`config.mk`:
```
export PLATFORM = sky130hd
export DESIGN_NAME = fu_mem_sched
export DESIGN_NICKNAME = d
export VERILOG_FILES = /design/src/rtl/fu_mem_sched.sv
export SDC_FILE = /design/constraint.sdc
export NUM_CORES = 1
export LEC_CHECK = 0
export CAP_MARGIN = 10
export CELL_PAD_IN_SITES_DETAIL_PLACEMENT = 1
export CELL_PAD_IN_SITES_GLOBAL_PLACEMENT = 1
export CORE_ASPECT_RATIO = 1.5
export CORE_MARGIN = 1
export CORE_UTILIZATION = 31
export CTS_BUF_LIST = sky130_fd_sc_hd__clkbuf_16
export CTS_CLUSTER_SIZE = 12
export DETAILED_ROUTE_END_ITERATION = 10
export HOLD_SLACK_MARGIN = 0.12
export PLACE_DENSITY = 0.88
export SLEW_MARGIN = 20
export SYNTH_ARGS = -nofsm -noshare
export SYNTH_HDL_FRONTEND = slang
export SYNTH_SLANG_ARGS = --single-unit
```
`constraint.sdc`:
```
create_clock -name clk -period 3.7 [get_ports clk]
set_input_delay 0.74 -clock clk [delete_from_list [all_inputs] [get_ports clk]]
set_output_delay 0.74 -clock clk [all_outputs]
set_load 0.005 [all_outputs]
```
`src/rtl/fu_mem_sched.sv`:
```
// Memory functional-unit scheduler: arbitrates load/store requesters onto one memory FU.
// Define FU_MEM_SCHED_RR_EN for round-robin arbitration (default: load over store).
module fu_mem_sched #(
  parameter int LATENCY = 3,
  parameter int TAG_W   = 5
) (
  input  logic             clk,
  input  logic             rst,
  input  logic             ld_req,
  input  logic             st_req,
  input  logic [TAG_W-1:0] ld_tag,
  input  logic [TAG_W-1:0] st_tag,
  input  logic [31:0]      ld_rs1,
  input  logic [31:0]      ld_imm,
  input  logic [31:0]      st_rs1,
  input  logic [31:0]      st_rs2,
  input  logic [31:0]      st_imm,
  input  logic [2:0]       ld_bhw,
  input  logic [2:0]       st_bhw,
  output logic             ld_gnt,
  output logic             st_gnt,
  output logic             fu_en,
  output logic             fu_mem_w,
  output logic [2:0]       fu_bhw,
  output logic [31:0]      fu_rs1,
  output logic [31:0]      fu_rs2,
  output logic [31:0]      fu_imm,
  input  logic [31:0]      fu_data,
  output logic             cdb_valid,
  output logic [TAG_W-1:0] cdb_tag,
  output logic [31:0]      cdb_data,
  input  logic             cdb_ack,
  output logic             st_done,
  output logic             busy
);

  localparam int CW = $clog2(LATENCY + 1);
  localparam logic [CW-1:0] LAT_C  = CW'(LATENCY);
  localparam logic [CW-1:0] WAIT_C = CW'(LATENCY - 1);
  localparam logic [CW-1:0] ONE_C  = CW'(1);
  localparam bit LAT1 = (LATENCY == 1);

  typedef enum logic [2:0] {
    IDLE, ISSUE, WAIT, RESULT, DRAIN
  } state_t;

  state_t state, state_n;
  logic [CW-1:0] cnt;
  logic [TAG_W-1:0] tag_q;
  logic pick_ld, grant, done_wait;

`ifdef FU_MEM_SCHED_RR_EN
  logic prio_ld;
  assign pick_ld = ld_req && (!st_req || prio_ld);
`else
  assign pick_ld = ld_req;
`endif

  assign grant  = (state == IDLE) && !rst && (ld_req || st_req);
  assign ld_gnt = grant && pick_ld;
  assign st_gnt = grant && !pick_ld;

  // Last cycle the FU result may be sampled; with LATENCY=1 that is ISSUE itself.
  assign done_wait = (state == WAIT && cnt == ONE_C) ||
                     (state == ISSUE && LAT1);

  assign fu_en     = (state == ISSUE);
  assign cdb_valid = (state == RESULT);
  assign busy      = (state != IDLE);

  always_comb begin
    state_n = state;
    unique case (state)
      IDLE:   if (ld_req || st_req) state_n = ISSUE;
      ISSUE:  if (!LAT1) state_n = WAIT;
              else state_n = fu_mem_w ? IDLE : RESULT;
      WAIT:   if (cnt == ONE_C) state_n = fu_mem_w ? IDLE : RESULT;
      RESULT: if (cdb_ack) state_n = IDLE;
      DRAIN:  if (cnt == ONE_C) state_n = IDLE;
      default: state_n = DRAIN;
    endcase
  end

  always_ff @(posedge clk) begin
    if (rst) begin
      state    <= DRAIN;
      cnt      <= LAT_C;
      st_done  <= 1'b0;
      cdb_tag  <= '0;
      cdb_data <= '0;
    end else begin
      state   <= state_n;
      st_done <= done_wait && fu_mem_w;
      if (state == ISSUE) cnt <= WAIT_C;
      else if (state == WAIT || state == DRAIN) cnt <= cnt - ONE_C;
      if (done_wait && !fu_mem_w) begin
        cdb_tag  <= tag_q;
        cdb_data <= fu_data;
      end
    end
  end

  always_ff @(posedge clk) begin
    if (rst) begin
      fu_mem_w <= 1'b0;
      fu_bhw   <= '0;
      fu_rs1   <= '0;
      fu_rs2   <= '0;
      fu_imm   <= '0;
      tag_q    <= '0;
    end else if (grant) begin
      fu_mem_w <= !pick_ld;
      fu_bhw   <= pick_ld ? ld_bhw : st_bhw;
      fu_rs1   <= pick_ld ? ld_rs1 : st_rs1;
      fu_rs2   <= pick_ld ? 32'd0  : st_rs2;
      fu_imm   <= pick_ld ? ld_imm : st_imm;
      tag_q    <= pick_ld ? ld_tag : st_tag;
    end
  end

`ifdef FU_MEM_SCHED_RR_EN
  always_ff @(posedge clk) begin
    if (rst) prio_ld <= 1'b1;
    else if (grant) prio_ld <= !pick_ld;
  end
`endif

endmodule

```
---- Word level (Yosys, flattened, before mapping) ----
Index checks and enable logic that the tools add are counted.
word-level totals
  output and inout port bits .............. 143
  bits of input ports ..................... 213
  bits in registers ....................... 148
cells by class
  multiplexer cells ....................... 13
  add/subtract/negate cells ............... 1
  equality and inequality tests ........... 9
  reduce and logical (&&, ||, !) cells .... 17
operator list
  operator                                                                 number
  32-bit 2-to-1 mux                                                        3
  3-bit 2-to-1 mux                                                         5
  3-bit one-hot mux with 5 select lines                                    1
  1-bit logical AND                                                        7
  3-bit by 2-bit == test with 1-bit output, second input constant          2
  5-bit 2-to-1 mux                                                         1
  2-bit by 1-bit inequality test with 1-bit output, second input constant  2
  2-bit inequality test, second input constant                             2
  4-bit AND reduction                                                      1
  3-bit by 1-bit == test with 1-bit output, second input constant          1
  3-bit == test, second input constant                                     1
  1-bit zero test                                                          3
  3-bit zero test                                                          1
  3-bit nonzero test                                                       1
  2-bit by 1-bit == test with 1-bit output, second input constant          1
  1-bit logical OR                                                         2
  1-bit 2-to-1 mux                                                         2
  2-bit 2-to-1 mux                                                         1
  2-bit nonzero test                                                       1
  2-bit OR reduction                                                       1
  2-bit by 1-bit subtractor with 2-bit output, second input constant       1

---- Logic depth before layout (Yosys ltp) ----
Gate-level depths: netlist (run 1).
  depth after elaboration ................. 4
  mapped depth ............................ 7

---- Worst setup path after synthesis (run 1) ----
No wires, ideal clock.
  path kind ............................... input port to output port
  start ................................... in ld_req
  end ..................................... out st_gnt
  path buffers ............................ 3
  cell stages on the path ................. 6
  arrival ................................. 1.545 ns
  path slack .............................. 1.415 ns
  cell sequence ........................... buf_2 > nor2_1 > nand3b_4 > buf_6 > buf_2 > nor2_1
on the way
  cells in the longest elaborated chain, start to end .. 3
  elaborated cells between the ends (all ways) .. 4
RTL lines
  item                   RTL line  text
  start: declaration     9         input logic ld_req,
  1-bit logical OR       59        assign grant = (state == IDLE) && !rst && (ld_req || st_req);
  1-bit logical AND      59
  1-bit logical AND (*)  61        assign st_gnt = grant && !pick_ld;
  end: declaration       21        output logic st_gnt,
Every way passes the cells marked *; elsewhere a longest branch is shown, timed or not.

---- Worst setup path in the final report (run 1) ----
  start ................................... in rst
  end ..................................... out st_gnt
on the way
  cells in the longest elaborated chain, start to end .. 4
RTL lines
  item                             RTL line  text
  start: declaration               8         input logic rst,
  1-bit zero test                  59
  1-bit logical AND (2 in series)  59
  1-bit logical AND                61
No other way between the ends.

==> results.md, run 1 <==
* **outcome** completed
* **synthesized area per cell** 10.09 sq um
* **number of nets in the final layout** 1173
* **Initial DRT Pass Iterations** 4
* **min Tclk post-route** 3.081 ns
* **Max Clk Rate** 0.3246 GHz
* **Max Buffers Root-to-Sink** 2
* **number of synthesized flops with an enable pin** 0
* **Area Growth Syn to Fin** 61.93%
* **cell family with the largest share of critical-path delay** buffers and inverters
* **detailed-route wire length per cell** 21.65 um
* **clock skew** 0.007267 ns
* **antenna cell count** 0
* **dominant cell by count in the synthesized netlist** sky130_fd_sc_hd__dfxtp_1
* **worst path cell trace** clkdlybuf4s50_1, nor2_1, nand3b_4, nor2_1, clkdlybuf4s50_1
* **Critical Path AT** 2.34 ns
* **routability congestion estimate from global placement** 0.7952
* **unrepaired setup endpoints after global routing** false
* **CORE AREA** 21060 sq um
* **port bufs** 355
* **synthesized netlist cell count** 663
* **initial antenna violation count** 0
* **slowest stage delay, CP** 0.54 ns
* **max-cap violation count** 0
* **Tightest Pin Transition** 1.045 ns
* **total negative slack for setup checks** 0 ns
* **total setup buffers inserted after CTS** 0
* **number of top-level pins** 356
* **Ys Warns** 0
* **flip-flop cell with the highest count after synthesis** sky130_fd_sc_hd__dfxtp_1
* **Final Routed Wirelength** 26850 um
* **net count after synthesis** 877
* **maximum resistive drop on vdd** 295.6 uV
* **share of cells above drive strength 1** 5.350%
* **Via-to-Cell Ratio** 5.548
* **Critical path buffers and inverters** 2
* **overflow left after global routing** 0
* **Detail Route Antenna Nets** 0
* **Die Y** 181.9 um
* **drc violations** 0
* **number of library cell types mapped by synthesis** 38
* **number of synthesized register bits** 148
* **LEAKAGE** 3.891 nW
* **crit path max-delay cell type** sky130_fd_sc_hd__clkdlybuf4s50_1
* **first-pass GRT wire length** 40520 um
* **number of hold buffers added after cts** 0
* **count of vias placed by the detailed router** 6879
* **total track usage** 23.87%
* **sequential cell area fraction in the yosys report** 44.30%
* **cell types with the largest area share after synthesis** sky130_fd_sc_hd__dfxtp_1 (44%), sky130_fd_sc_hd__mux2i_1 (12%), sky130_fd_sc_hd__o311ai_0 (11%), sky130_fd_sc_hd__o21ai_0 (4.7%), sky130_fd_sc_hd__nor4b_1 (4.2%)
* **Slew Viols, Final** 0
* **clk sinks** 148
* **effective utilization at floorplan** 31.75%
* **Slew HR** 30.31%
* **FP Rows** 65
* **pre-CTS worst setup slack** 0.5924 ns
* **worst min path class** reg -> reg
* **number of fill cells** 2290
* **area of the die** 22180 sq um
* **fraction of the cycle the final worst path needs** 83.27%
* **clock slew at reported path FFs** 0.06 ns
* **die span in x** 121.9 um
* **placed wire-length estimate** 18200 um
* **critical path endpoint category** output port
* **dominant cell type by area after synthesis** sky130_fd_sc_hd__dfxtp_1
* **Clock Tree Root** sky130_fd_sc_hd__clkbuf_16
* **TritonCTS buffer count** 17
* **clock tree from TritonCTS** built
* **Crit Path Max Fanout** 4
* **H-Tree Level Count** 4
* **share of synthesized flip-flops with an asynchronous set or reset** 0%
* **post-synthesis instance area** 6688 sq um
* **type of element launching the critical path** input port
* **final count of negative-setup-slack endpoints** 0
* **Worst EP required** 2.96 ns
* **worst-case setup margin in the final layout** 0.6190 ns
* **Worst-Skew Late Latency** 0.43 ns
* **Synth top area share** 44.30%
* **power per standard cell area** 439.2 nW/um^2
* **Hold Fails Final Rpt** 0
* **most frequent cells after synthesis** sky130_fd_sc_hd__dfxtp_1 (148), sky130_fd_sc_hd__o311ai_0 (86), sky130_fd_sc_hd__mux2i_1 (78)
* **DR iter-0 viols** 446
* **maximum number of pins on one net before global-route repair** 101
* **number of cells upsized or downsized after cts** 0
* **via count of the first global-routing pass** 7380
* **Setup Crit Path Kind** in -> out
[layer usage]
layer	vias up	GRT usage (%)	part of all wire, %
li1	3180	-	-
met1	3407	24.22	36
met2	243	44.36	54
met3	49	6.690	6.5
met4	0	10.32	3.2
met5	-	0	0
[per-stage QoR]
step	hold WS (ns)	utilization (%)	cell area, sq um	power, mW	instances
global route	0.4981	51.41	10830	4.944	1240
detailed placement	0.4669	48.46	10210	2.920	1208
CTS	0.4814	51.41	10830	4.800	1240
floorplan	0.4630	-	6688	2.305	663
global placement	0.4545	48.46	10210	2.880	1208
finish	0.4795	51.41	10830	4.756	1240
[cells by family (layout without fill, tap and decap cells)]
family / Yosys count / in the layout / share of synthesized area [%]
fa+ha+maj: 1 / 1 / 0.1871
buf+inv: 92 / 401 / 7.296
simple gates: 100 / 100 / 10.38
flops: 148 / 148 / 44.30
compound gates: 243 / 243 / 26.02
xor+xnor: 1 / 1 / 0.1310
mux: 78 / 78 / 11.67
[worst paths after layout]
kind,from,end,slack [ns],cells after the start
worst max-delay path,rst,st_gnt,0.62,5
worst min-delay path,cdb_data[6],cdb_data[6],0.48,1
worst max register to register,state[1],fu_rs2[13],1.30,5
worst min register to register,cdb_data[6],cdb_data[6],0.48,1
[power breakdown]
group          switching [mW]  internal [mW]  leakage, nW
sequential             0.0827           1.74         1.20
combinational           0.529          0.546         2.38
clock                   0.686           1.18        0.309
[layout make-up]
| type | count | area [sq um] | share of cell area, % |
|---|---|---|---|
| clock buffer | 17 | 425.4 | 3.928 |
| clock inverter | 15 | 195.2 | 1.802 |
| inverter | 2 | 8.758 | 0.08088 |
| multi-input combinational | 423 | 3244 | 29.96 |
| sequential | 148 | 2967 | 27.39 |
| tap | 268 | 335.3 | 3.096 |
| timing repair buffer | 367 | 3654 | 33.74 |
[registers in the layout, summed over array words and instances (netlist names)]
name      cells
fu_imm       32
state         3
fu_rs1       32
cdb_tag       5
tag_q         5
cnt           2
fu_bhw        3
fu_rs2       32
st_done       1
fu_mem_w      1
cdb_data     32
[cells in the final DEF, fill, tap and decap left out, types with 6 or more instances in the layout]
master,synthesis,layout
sky130_fd_sc_hd__o21ai_1,38,38
sky130_fd_sc_hd__o311ai_1,13,13
sky130_fd_sc_hd__buf_4,2,12
sky130_fd_sc_hd__nor3_1,6,6
sky130_fd_sc_hd__a31o_1,30,30
sky130_fd_sc_hd__a31o_2,7,7
sky130_fd_sc_hd__nand2b_1,38,38
sky130_fd_sc_hd__mux2i_1,78,78
sky130_fd_sc_hd__clkdlybuf4s50_1,0,354
sky130_fd_sc_hd__o21ai_0,63,63
sky130_fd_sc_hd__o311ai_0,86,86
sky130_fd_sc_hd__nor4b_1,32,32
sky130_fd_sc_hd__clkbuf_16,0,17
sky130_fd_sc_hd__dfxtp_1,148,147
No activity file was read; power rests on OpenSTA's default activity.
==> inputs of run 2 (changes only) <==
--- a/config.mk
+++ b/config.mk
@@ -10,12 +10,12 @@
 export CELL_PAD_IN_SITES_GLOBAL_PLACEMENT = 1
 export CORE_ASPECT_RATIO = 1.5
 export CORE_MARGIN = 1
-export CORE_UTILIZATION = 31
+export CORE_UTILIZATION = 26
 export CTS_BUF_LIST = sky130_fd_sc_hd__clkbuf_16
 export CTS_CLUSTER_SIZE = 12
 export DETAILED_ROUTE_END_ITERATION = 10
 export HOLD_SLACK_MARGIN = 0.12
-export PLACE_DENSITY = 0.88
+export PLACE_DENSITY = 0.78
 export SLEW_MARGIN = 20
 export SYNTH_ARGS = -nofsm -noshare
 export SYNTH_HDL_FRONTEND = slang
==> constraint.sdc (replaced) <==
create_clock -name clk -period 2.74 [get_ports clk]
set_input_delay 0.548 -clock clk [delete_from_list [all_inputs] [get_ports clk]]
set_output_delay 0.548 -clock clk [all_outputs]
set_load 0.005 [all_outputs]
==> results.md, run 2 (synthesis gave the netlist of run 1 again) <==
* **power share of the combinational group** 23.5%, +0.9 points
* **worst min path class** reg -> reg
* **drc violations** 0, unchanged
* **placed wire-length estimate** 17630 um, -3.1%
* **detailed-route wire length per cell** 20.19 um, -6.8%
* **effective utilization at floorplan** 26.60%, -5.1 points
* **area of the die** 26380 sq um, +19%
* **Area Growth Syn to Fin** 63.42%
* **number of nets in the final layout** 1180, +0.60%
* **most common cell after layout, fill and taps aside** sky130_fd_sc_hd__clkdlybuf4s50_1
* **total setup buffers inserted after CTS** 0, unchanged
* **via count of the first global-routing pass** 7051, -4.5%
* **share of cells above drive strength 1** 5.822%, +0.47 points
* **total internal power** 4.415 mW, +28%
* **number of top-level pins** 356, unchanged
* **CORE AREA** 25140 sq um, +19%
* **Tightest Pin Transition** 1.039 ns, -0.006761 ns
* **total placed cells including tap cells** 1275, +5.5%
* **worst reg-to-reg setup slack** 0.72 ns, -0.58 ns
* **count of vias placed by the detailed router** 6703, -2.6%
* **Die Y** 198.4 um, +9.1%
* **maximum resistive drop on vdd** 385.3 uV, +30%
* **utilization of the core after routing** 43.47%, -7.9 points
* **Max Buffers Root-to-Sink** 2, unchanged
* **number of cells upsized or downsized after cts** 0, unchanged
* **total non-filler cell area in the finished layout** 10930 sq um, +0.92%
* **outcome** completed
* **logic depth of the worst register-to-register path** 4, -1
* **first-pass GRT wire length** 39880 um, -1.6%
* **Clock Tree Root** sky130_fd_sc_hd__clkbuf_16
* **end of the worst register-to-register path** fu_rs2[25]
* **H-Tree Level Count** 4, unchanged
* **type of element launching the critical path** register
* **Final Routed Wirelength** 26390 um, -1.7%
* **overflow left after global routing** 0, unchanged
* **net switching fraction of the power** 28.24%, +0.96 points
* **routability congestion estimate from global placement** 0.7457, -6.2%
* **clock tree from TritonCTS** built
* **min Tclk post-route** 2.574 ns
* **total negative slack for setup checks** 0 ns, unchanged
* **max-cap violation count** 0, unchanged
* **Hold Fails Final Rpt** 0, unchanged
* **register share of total power** 40.2%, +2.0 points
* **pre-CTS worst setup slack** 0.1740 ns, -0.4184 ns
* **Crit Path Max Fanout** 15, +11
* **fraction of the cycle the final worst path needs** 93.94%
* **Slew Viols, Final** 0, unchanged
* **Hold Startpoint** cdb_data[31]
* **clock group share of total power** 36.4%, -2.8 points
* **worst-case setup margin in the final layout** 0.1661 ns, -0.4529 ns
* **DP Area** 10380 sq um, +1.7%
* **Critical Path AT** 2.03 ns, -0.31 ns
* **critical path endpoint category** output port
* **FP Rows** 71, +9.2%
* **initial antenna violation count** 0, unchanged
* **unrepaired setup endpoints after global routing** false
* **clk sinks** 148, unchanged
* **TritonCTS buffer count** 17, unchanged
* **Slew HR** 30.76%, +0.45 points
* **power per standard cell area** 563.0 nW/um^2, +28%
* **power consumption** 6.153 mW, +29%
* **Via-to-Cell Ratio** 5.129, -7.6%
* **clock slew at reported path FFs** 0.06 ns, about the same
* **commonest non-fill, non-tap cells in the layout** sky130_fd_sc_hd__clkdlybuf4s50_1 (354), sky130_fd_sc_hd__dfxtp_1 (147), sky130_fd_sc_hd__o311ai_0 (86)
* **port bufs** 355, unchanged
* **Switch Pwr** 1.738 mW, +34%
* **number of hold buffers added after cts** 0, unchanged
* **Max Clk Rate** 0.3885 GHz
* **die span in x** 133.0 um, +9.0%
* **number of fill cells** 2801, +22%
* **Setup Crit Path Kind** reg -> out
* **worst reg2reg startpoint** state[0]
* **filler-free cell count of the finished design** 1307, +5.4%
* **Worst EP required** 2.19 ns, -0.77 ns
* **Worst-Skew Late Latency** 0.42 ns, about the same
* **LEAKAGE** 3.912 nW, +0.55%
* **Initial DRT Pass Iterations** 4, unchanged
* **clock skew** 0.009236 ns, +0.001969 ns
* **destination of the worst hold path** cdb_data[31]
* **total track usage** 19.45%, -4.4 points
* **number of cells on the worst hold path** 1, unchanged
* **Detail Route Antenna Nets** 0, unchanged
* **maximum number of pins on one net before global-route repair** 106, +5.0%
* **final count of negative-setup-slack endpoints** 0, unchanged
* **DR iter-0 viols** 270, -39%
* **antenna cell count** 0, unchanged
* **minimum hold slack** 0.4738 ns, -0.005710 ns
-- run 2: routing by layer --
| metal | GRT usage [%] | up-vias | part of all wire, % |
|---|---|---|---|
| li1 | - | 3188 | - |
| met5 | 0 | - | 0 |
| met2 | 35.27 | 214 | 52 |
| met1 | 21.97 | 3277 | 40 |
| met3 | 5.377 | 24 | 5.8 |
| met4 | 5.747 | 0 | 1.7 |
-- run 2: worst max-delay path by stage --
stage / start / end / slack [ns] / cells after the start
2_1_floorplan: ld_req / st_gnt / 0.84 / 6
3_3_place_gp: rst / ld_gnt / 0.18 / 5
3_5_place_dp: rst / ld_gnt / 0.17 / 5
4_1_cts: state[0] / st_gnt / 0.12 / 4
5_1_grt: rst / ld_gnt / 0.07 / 5
6_report: state[0] / st_gnt / 0.17 / 4
-- run 2: layout make-up --
class / count / area, sq um / share of cell area (%)
multi-input combinational: 423 / 3247 / 29.71
clock inverter: 15 / 126.4 / 1.156
inverter: 2 / 10.01 / 0.09159
tap: 328 / 410.4 / 3.755
sequential: 148 / 2967 / 27.14
timing repair buffer: 374 / 3744 / 34.25
clock buffer: 17 / 425.4 / 3.892
-- run 2: critical path: stages (launching register included) --
cell                              delay [ns]
sky130_fd_sc_hd__dfxtp_1                0.46
sky130_fd_sc_hd__nor2_1                 0.34
sky130_fd_sc_hd__nand3b_4               0.13
sky130_fd_sc_hd__nor2_1                 0.10
sky130_fd_sc_hd__clkdlybuf4s50_1        0.57
-- run 2: power groups by stage --
stage,Combinational (mW),Sequential [mW],Clock [mW]
2_1_floorplan,0.630,2.48,0
3_3_place_gp,1.44,2.50,0
3_5_place_dp,1.46,2.52,0
4_1_cts,1.47,2.47,2.32
5_1_grt,1.56,2.49,2.41
6_report,1.44,2.47,2.24
